--- config.mk ---
export PLATFORM = sky130hd
export DESIGN_NAME = serial_frame_receiver
export DESIGN_NICKNAME = d
export VERILOG_FILES = /design/src/rtl/router_serial_pkg.sv /design/src/rtl/rx_hold_buffer.sv /design/src/rtl/serial_frame_receiver.sv
export SDC_FILE = /design/constraint.sdc
export NUM_CORES = 1
export LEC_CHECK = 0
export BUFFER_PORTS_ARGS = -buffer_cell sky130_fd_sc_hd__buf_4
export CAP_MARGIN = 20
export CORE_UTILIZATION = 55
export CTS_BUF_LIST = sky130_fd_sc_hd__clkbuf_2 sky130_fd_sc_hd__clkbuf_4 sky130_fd_sc_hd__clkbuf_8
export CTS_CLUSTER_DIAMETER = 40
export CTS_CLUSTER_SIZE = 8
export DETAILED_ROUTE_END_ITERATION = 6
export PLACE_DENSITY_LB_ADDON = 0.05
export SLEW_MARGIN = 20
export SYNTH_ARGS = -nofsm -noshare
export SYNTH_HDL_FRONTEND = slang
export SYNTH_HIERARCHICAL = 1
export SYNTH_SLANG_ARGS = --single-unit
--- constraint.sdc ---
create_clock -name Clk_S -period 2.55 [get_ports Clk_S]
set_clock_uncertainty 0.15 [all_clocks]
set_input_delay 0.255 -clock Clk_S [delete_from_list [all_inputs] [get_ports Clk_S]]
set_output_delay 0.255 -clock Clk_S [all_outputs]
set_load 0.05 [all_outputs]
--- src/rtl/router_serial_pkg.sv ---
// Definitions shared by the token-router serial transmitter and receiver:
// frame geometry, line levels and the FSM encodings of both ends.
package router_serial_pkg;

  localparam int DATA_W = 55;
  localparam int CNT_W  = 6;

  localparam logic LINE_IDLE  = 1'b0;
  localparam logic LINE_START = 1'b1;

  typedef enum logic {
    IDLE,
    SHIFT
  } rx_state_t;

  // Transmitter sequencing: idle low, one start bit, then DATA_W bits MSB first.
  typedef enum logic [1:0] {
    TX_IDLE,
    TX_START,
    TX_DATA
  } tx_state_t;

endpackage

--- src/rtl/rx_hold_buffer.sv ---
// Single-entry valid/ready holding register for received frames; a frame that
// completes while the entry is occupied and not being drained is dropped.
module rx_hold_buffer #(
  parameter int DATA_W = 55
) (
  input  logic              Clk_S,
  input  logic              Rst_n,
  input  logic [DATA_W-1:0] frame,
  input  logic              load,
  input  logic              RX_Ready,
  output logic [DATA_W-1:0] RX_Data,
  output logic              RX_Data_Valid,
  output logic              RX_Overrun
);

  logic accept;

  // A draining entry counts as free, so a same-edge load replaces it without a bubble.
  assign accept = !RX_Data_Valid || RX_Ready;

  always_ff @(posedge Clk_S or negedge Rst_n) begin
    if (!Rst_n) begin
      RX_Data       <= '0;
      RX_Data_Valid <= 1'b0;
      RX_Overrun    <= 1'b0;
    end else begin
      RX_Overrun <= 1'b0;
      if (load) begin
        if (accept) begin
          RX_Data       <= frame;
          RX_Data_Valid <= 1'b1;
        end else begin
          RX_Overrun <= 1'b1;
        end
      end else if (RX_Data_Valid && RX_Ready) begin
        RX_Data_Valid <= 1'b0;
      end
    end
  end

endmodule

--- src/rtl/serial_frame_receiver.sv ---
// Deserializer for the token-router serial link: detects the start bit, shifts
// in DATA_W bits MSB first and hands each frame to the holding register.
module serial_frame_receiver #(
  parameter int DATA_W = router_serial_pkg::DATA_W,
  parameter int CNT_W  = router_serial_pkg::CNT_W
) (
  input  logic              Clk_S,
  input  logic              Rst_n,
  input  logic              S_Data,
  output logic [DATA_W-1:0] RX_Data,
  output logic              RX_Data_Valid,
  input  logic              RX_Ready,
  output logic              RX_Busy,
  output logic              RX_Overrun
);

  import router_serial_pkg::*;

  rx_state_t         state;
  rx_state_t         next_state;
  logic [CNT_W-1:0]  cnt;
  logic [DATA_W-2:0] shift_reg;
  logic [DATA_W-1:0] frame;
  logic              load;

  // The final bit goes straight from the line into the holding register on the
  // completion edge, so the shift register only needs to hold DATA_W-1 bits.
  assign frame   = {shift_reg, S_Data};
  assign load    = (state == SHIFT) && (cnt == '0);
  assign RX_Busy = (state == SHIFT);

  always_ff @(posedge Clk_S or negedge Rst_n) begin
    if (!Rst_n) begin
      state <= IDLE;
    end else begin
      state <= next_state;
    end
  end

  always_comb begin
    next_state = state;
    case (state)
      IDLE:    if (S_Data == LINE_START) next_state = SHIFT;
      SHIFT:   if (cnt == '0) next_state = IDLE;
      default: next_state = IDLE;
    endcase
  end

  always_ff @(posedge Clk_S or negedge Rst_n) begin
    if (!Rst_n) begin
      cnt       <= '0;
      shift_reg <= '0;
    end else if (state == IDLE) begin
      if (S_Data == LINE_START) begin
        cnt       <= CNT_W'(DATA_W - 1);
        shift_reg <= '0;
      end
    end else begin
      shift_reg <= frame[DATA_W-2:0];
      if (cnt != '0) cnt <= cnt - CNT_W'(1);
    end
  end

  rx_hold_buffer #(
    .DATA_W(DATA_W)
  ) u_hold (
    .Clk_S        (Clk_S),
    .Rst_n        (Rst_n),
    .frame        (frame),
    .load         (load),
    .RX_Ready     (RX_Ready),
    .RX_Data      (RX_Data),
    .RX_Data_Valid(RX_Data_Valid),
    .RX_Overrun   (RX_Overrun)
  );

endmodule

After elaboration in Yosys (flattened, before gate mapping):

Index checks and enable logic that the tools add are counted.

* flip-flop bits (word level): 118
* bits of input ports: 4
* output and inout port bits: 58

* add/sub/neg operators: 1
* eq/ne operators: 2
* multiplexer cells: 13
* bitwise operators: 1
* reduce and logical (&&, ||, !) cells: 11

Operator list (number)
* $mux 54: 2
* $mux 6: 3
* $mux 1: 7
* $logic_not 6->1: 1
* $reduce_and 2->1: 3
* $reduce_bool 6->1: 1
* $sub 6x1->6 const B: 1
* $ne 2x1->1 const B: 2
* $reduce_bool 2->1: 2
* $logic_and 1x1->1: 2
* $pmux 1 s2: 1
* $logic_not 1->1: 1
* $logic_or 1x1->1: 1
* $not 1->1: 1

Longest topological paths before layout:

* depth in word-level cells: 4
* depth in mapped cells: 6

By module:

Netlist, hierarchy kept.

By module, submodules not included
* serial_frame_receiver: instances 1, cells an instance 263, area each 2501.1 um2
* rx_hold_buffer: instances 1, cells an instance 122, area each 2326.0 um2

Least setup slack after synthesis:

No wires, ideal clock.

* path type: register -> register
* start point: register state, in the netlist RX_Busy
* end point: register u_hold.RX_Data[0]
* setup time: 0.125 ns
* arrival time: 1.645 ns
* slack: 0.630 ns
* stages on the path, launching flop included: 6
* path buffers: 2
* cell sequence: dfrtp_1 buf_2 and3_4 nand2_4 buf_6 mux2_4

* longest elaborated chain between the ends: 2

Ends and longest elaborated chain
* start: declaration: line serial_frame_receiver.sv:19 `rx_state_t state;`
* start signal: assignment: line serial_frame_receiver.sv:36 `state <= next_state;`
* $logic_and 1x1->1: line serial_frame_receiver.sv:29 `assign load = (state == SHIFT) && (cnt == '0);`
* via load: line serial_frame_receiver.sv:24 `logic load;`
* $reduce_and 2->1 (no line)
* end signal: assignment: line rx_hold_buffer.sv:30 `RX_Data <= frame;`
* end: declaration: line rx_hold_buffer.sv:11 `output logic [DATA_W-1:0] RX_Data,`

The timed path passes the listed nets, and every way through them passes these cells.
A chain may end at the register's enable or synchronous reset.

Worst setup path after layout:

* start point: register cnt[2]
* end point: register u_hold.RX_Data[30]

* longest elaborated chain between the ends: 3

Ends and longest elaborated chain
* start: declaration: line serial_frame_receiver.sv:21 `logic [CNT_W-1:0] cnt;`
* start signal: assignment: line serial_frame_receiver.sv:55 `cnt <= CNT_W'(DATA_W - 1);`
* start signal: assignment: line serial_frame_receiver.sv:60 `if (cnt != '0) cnt <= cnt - CNT_W'(1);`
* $logic_not 6->1: line serial_frame_receiver.sv:29
* $logic_and 1x1->1: line serial_frame_receiver.sv:29
* via load: line serial_frame_receiver.sv:24
* $reduce_and 2->1 (no line)

The timed path passes the listed nets, and every way through them passes these cells.

==> summary.txt <==
Outcome
  • Outcome: completed

Worst setup path
  • CP Capture Type: flop
  • Critical Path Fanout Max: 12
  • CP startpoint kind: flop
  • Arrival @ worst endpoint: 2.30 ns
  • WP data required: 2.69 ns
  • Critical R2R Capture: u_hold/RX_Data[30]$_DFFE_PN0P_
  • Crit-path slowest cell: dfrtp_1
  • CP max stage delay: 0.47 ns
  • Worst reg-to-reg path cell count: 5
  • Critical-path cell list: nor4_4 > and3_4 > nand2_4 > buf_4 > mux2_4
  • Flop-to-flop setup slack: 0.39 ns
  • Critical setup path kind: flop to flop
  • Worst reg2reg path startpoint: cnt[2]$_DFFE_PN0P_

Logic synthesis
  • Area leader, netlist: dfrtp_1
  • Flop and latch count out of synthesis: 118
  • Most common cell in the netlist: dfrtp_1
  • Syn_area_per_cell: 12.5 um2
  • Syn nets: 391
  • Unique masters post-synth: 33
  • Synth top area share: 61.2%
  • Area contributors post-synth: dfrtp_1, mux2_4, nand2_1
  • Primary FF master, synth: dfrtp_1
  • Fraction of registers with async set/reset: 100%
  • Sequential-to-total area share from yosys stat: 61.2%
  • Number of flops mapped to enable cells by yosys: 0
  • Syn Std Cell Area: 0.00483 mm2
  • Yosys Warn Count: 6
  • Post-Syn Instances: 385
  • Commonest cells post-synth: dfrtp_1, nand2_1, mux2_4

Finish
  • Area grow syn2layout: 20.8%
  • Inserted Diodes: 0
  • Register area: 0.00295 mm2
  • Fin nets: 460
  • Multi-input gate area: 0.00172 mm2
  • Max reg flops: 55
  • Utilization after layout: 69.9%
  • Post-Layout Cell Count: 572
  • Layout cells sized above 1: 35.8%
  • Fillers: 599

STA
  • Fmax: 464 MHz
  • Setup TNS: 0 ns
  • Slew Limit Headroom: 61.7%
  • Setup violations, final: 0
  • Final worst path period need: 2.16 ns
  • Slew of the pin with the lowest slew margin: 0.575 ns
  • Final Hold Fails: 0
  • Slew Viols, Final: 0
  • Final worst-path cycle share: 84.6%
  • RSZ-0062 raised after global routing: false

Drt
  • Post-route ant nets: 0
  • Post-route DRC violation count: 0
  • Post-Route M1 WL: 4240 um
  • Pre-antenna DRT Iters: 4
  • DR top layer: met4
  • Met3 routed WL: 344 um
  • Vias: 3067
  • Drt first-iter violations: 210
  • Met2 routed WL: 4120 um
  • Vias per inst: 5.36
  • Avg WL per Cell: 15.4 um
  • Routed wire length: 8810 um

Global route
  • Initial antenna violation count: 0
  • GRT Util Overall: 21.8%
  • Vias in the first global route: 2988
  • Largest net degree at the start of global routing: 56
  • Grt total ovfl: 0
  • First-pass GRT wire length: 14800 um

Hold path
  • Hold WC Path Type: input pin to async pin

Placement
  • GPL Wtd Cong: 0.750
  • Hpwl dp: 5470 um
  • PortBufs: 61
  • Placed insts: 538

Pwr
  • Total Power: 8.30 mW
  • Max rail drop VDD: 0.000664 V
  • Leakage dissipation: 2.97 nW
  • Pwr Density: 1420 mW/mm2

Die
  • Row count: 33
  • Die width: 95.7 um
  • Initial Util: 57.9%
  • Die footprint: 0.00916 mm2
  • Io pins: 62
  • Die H: 95.7 um
  • Area of the core: 0.00834 mm2

Clocking
  • Post-CTS resize count: 0
  • CTS tree: yes
  • Clock slew at reported path FFs: 0.07 ns
  • Clock Latency Late Sink: 0.41 ns
  • Clk buf depth: 2
  • Clk root buf: clkbuf_8
  • Post-CTS Repair Setup Buffers: 0
  • CTS Sinks: 118
  • Num CTS Buffers: 17
  • H-tree lvl count: 4

Job
  • Max-cap viol count: 0
==> what timing repair did <==
| action | in CTS | in global routing |
|---|---|---|
| endpoints found under the setup margin | 0 | 0 |
| hold buffers | 2 | 0 |
| endpoints found under the hold margin | 31 | 0 |
==> cells in the final DEF, fill, tap and decap left out, types with 5 or more instances in the layout <==
master	count
a22o_1	5
buf_4	68
clkbuf_8	19
dfrtp_1	117
mux2_2	5
mux2_4	50
nand2_1	101
nor2_1	5
o21ai_1	49
==> power breakdown <==
group / total, mW / internal (mW) / switching [mW]
clock: 1.76 / 1.06 / 0.708
combinational: 3.27 / 1.32 / 1.95
sequential: 3.27 / 2.65 / 0.622
==> through the flow <==
stage	hold slack [ns]	instance area (um2)	setup WS, ns
2_1_floorplan	-0.191	4830	0.630
3_3_place_gp	0.0754	5400	0.487
3_5_place_dp	0.0837	5400	0.419
4_1_cts	0.182	5830	0.403
5_1_grt	0.198	5830	0.330
6_report	0.177	5830	0.393
==> worst max-delay path by stage <==
stage,startpoint,to,slack [ns]
after floorplan,RX_Busy$_DFF_PN0_,u_hold/RX_Data[0]$_DFFE_PN0P_,0.63
after global placement,cnt[2]$_DFFE_PN0P_,u_hold/RX_Data[31]$_DFFE_PN0P_,0.49
after detailed placement,cnt[2]$_DFFE_PN0P_,u_hold/RX_Data[32]$_DFFE_PN0P_,0.42
after CTS,cnt[2]$_DFFE_PN0P_,u_hold/RX_Data[30]$_DFFE_PN0P_,0.40
after global routing,cnt[2]$_DFFE_PN0P_,u_hold/RX_Data[30]$_DFFE_PN0P_,0.33
final,cnt[2]$_DFFE_PN0P_,u_hold/RX_Data[30]$_DFFE_PN0P_,0.39
==> final cells by class <==
type | count | share of cell area (%)
Sequential cell | 118 | 50.7
Multi-Input combinational cell | 239 | 29.5
Timing Repair Buffer | 73 | 10.1
Clock buffer | 23 | 5.00
Tap cell | 105 | 2.25
Clock inverter | 9 | 2.15
Inverter | 5 | 0.322
==> logic make-up (layout without fill, tap and decap cells) <==
logic type      after synthesis  after routing  share of synthesized area, %
flops                       118            118                          61.2
simple gates                117            117                          10.4
mux                          55             55                          16.7
compound gates               65             65                          8.04
buf+inv                      28            110                          3.19
fa+ha+maj                     2              2                         0.518
==> per-layer routing <==
metal / global-route usage [%] / vias up
met5: 0 / -
met3: 6.70 / 9
met2: 32.4 / 72
li1: - / 1439
met4: 7.46 / 0
met1: 30.6 / 1547
==> critical path, delay by kind of cell (launching register included) <==
| family | cells | cell delay [ns] |
|---|---|---|
| simple gates | 3 | 0.86 |
| flops | 1 | 0.47 |
| mux | 1 | 0.31 |
| buf+inv | 1 | 0.24 |
Power figures use the tool's default switching activity.
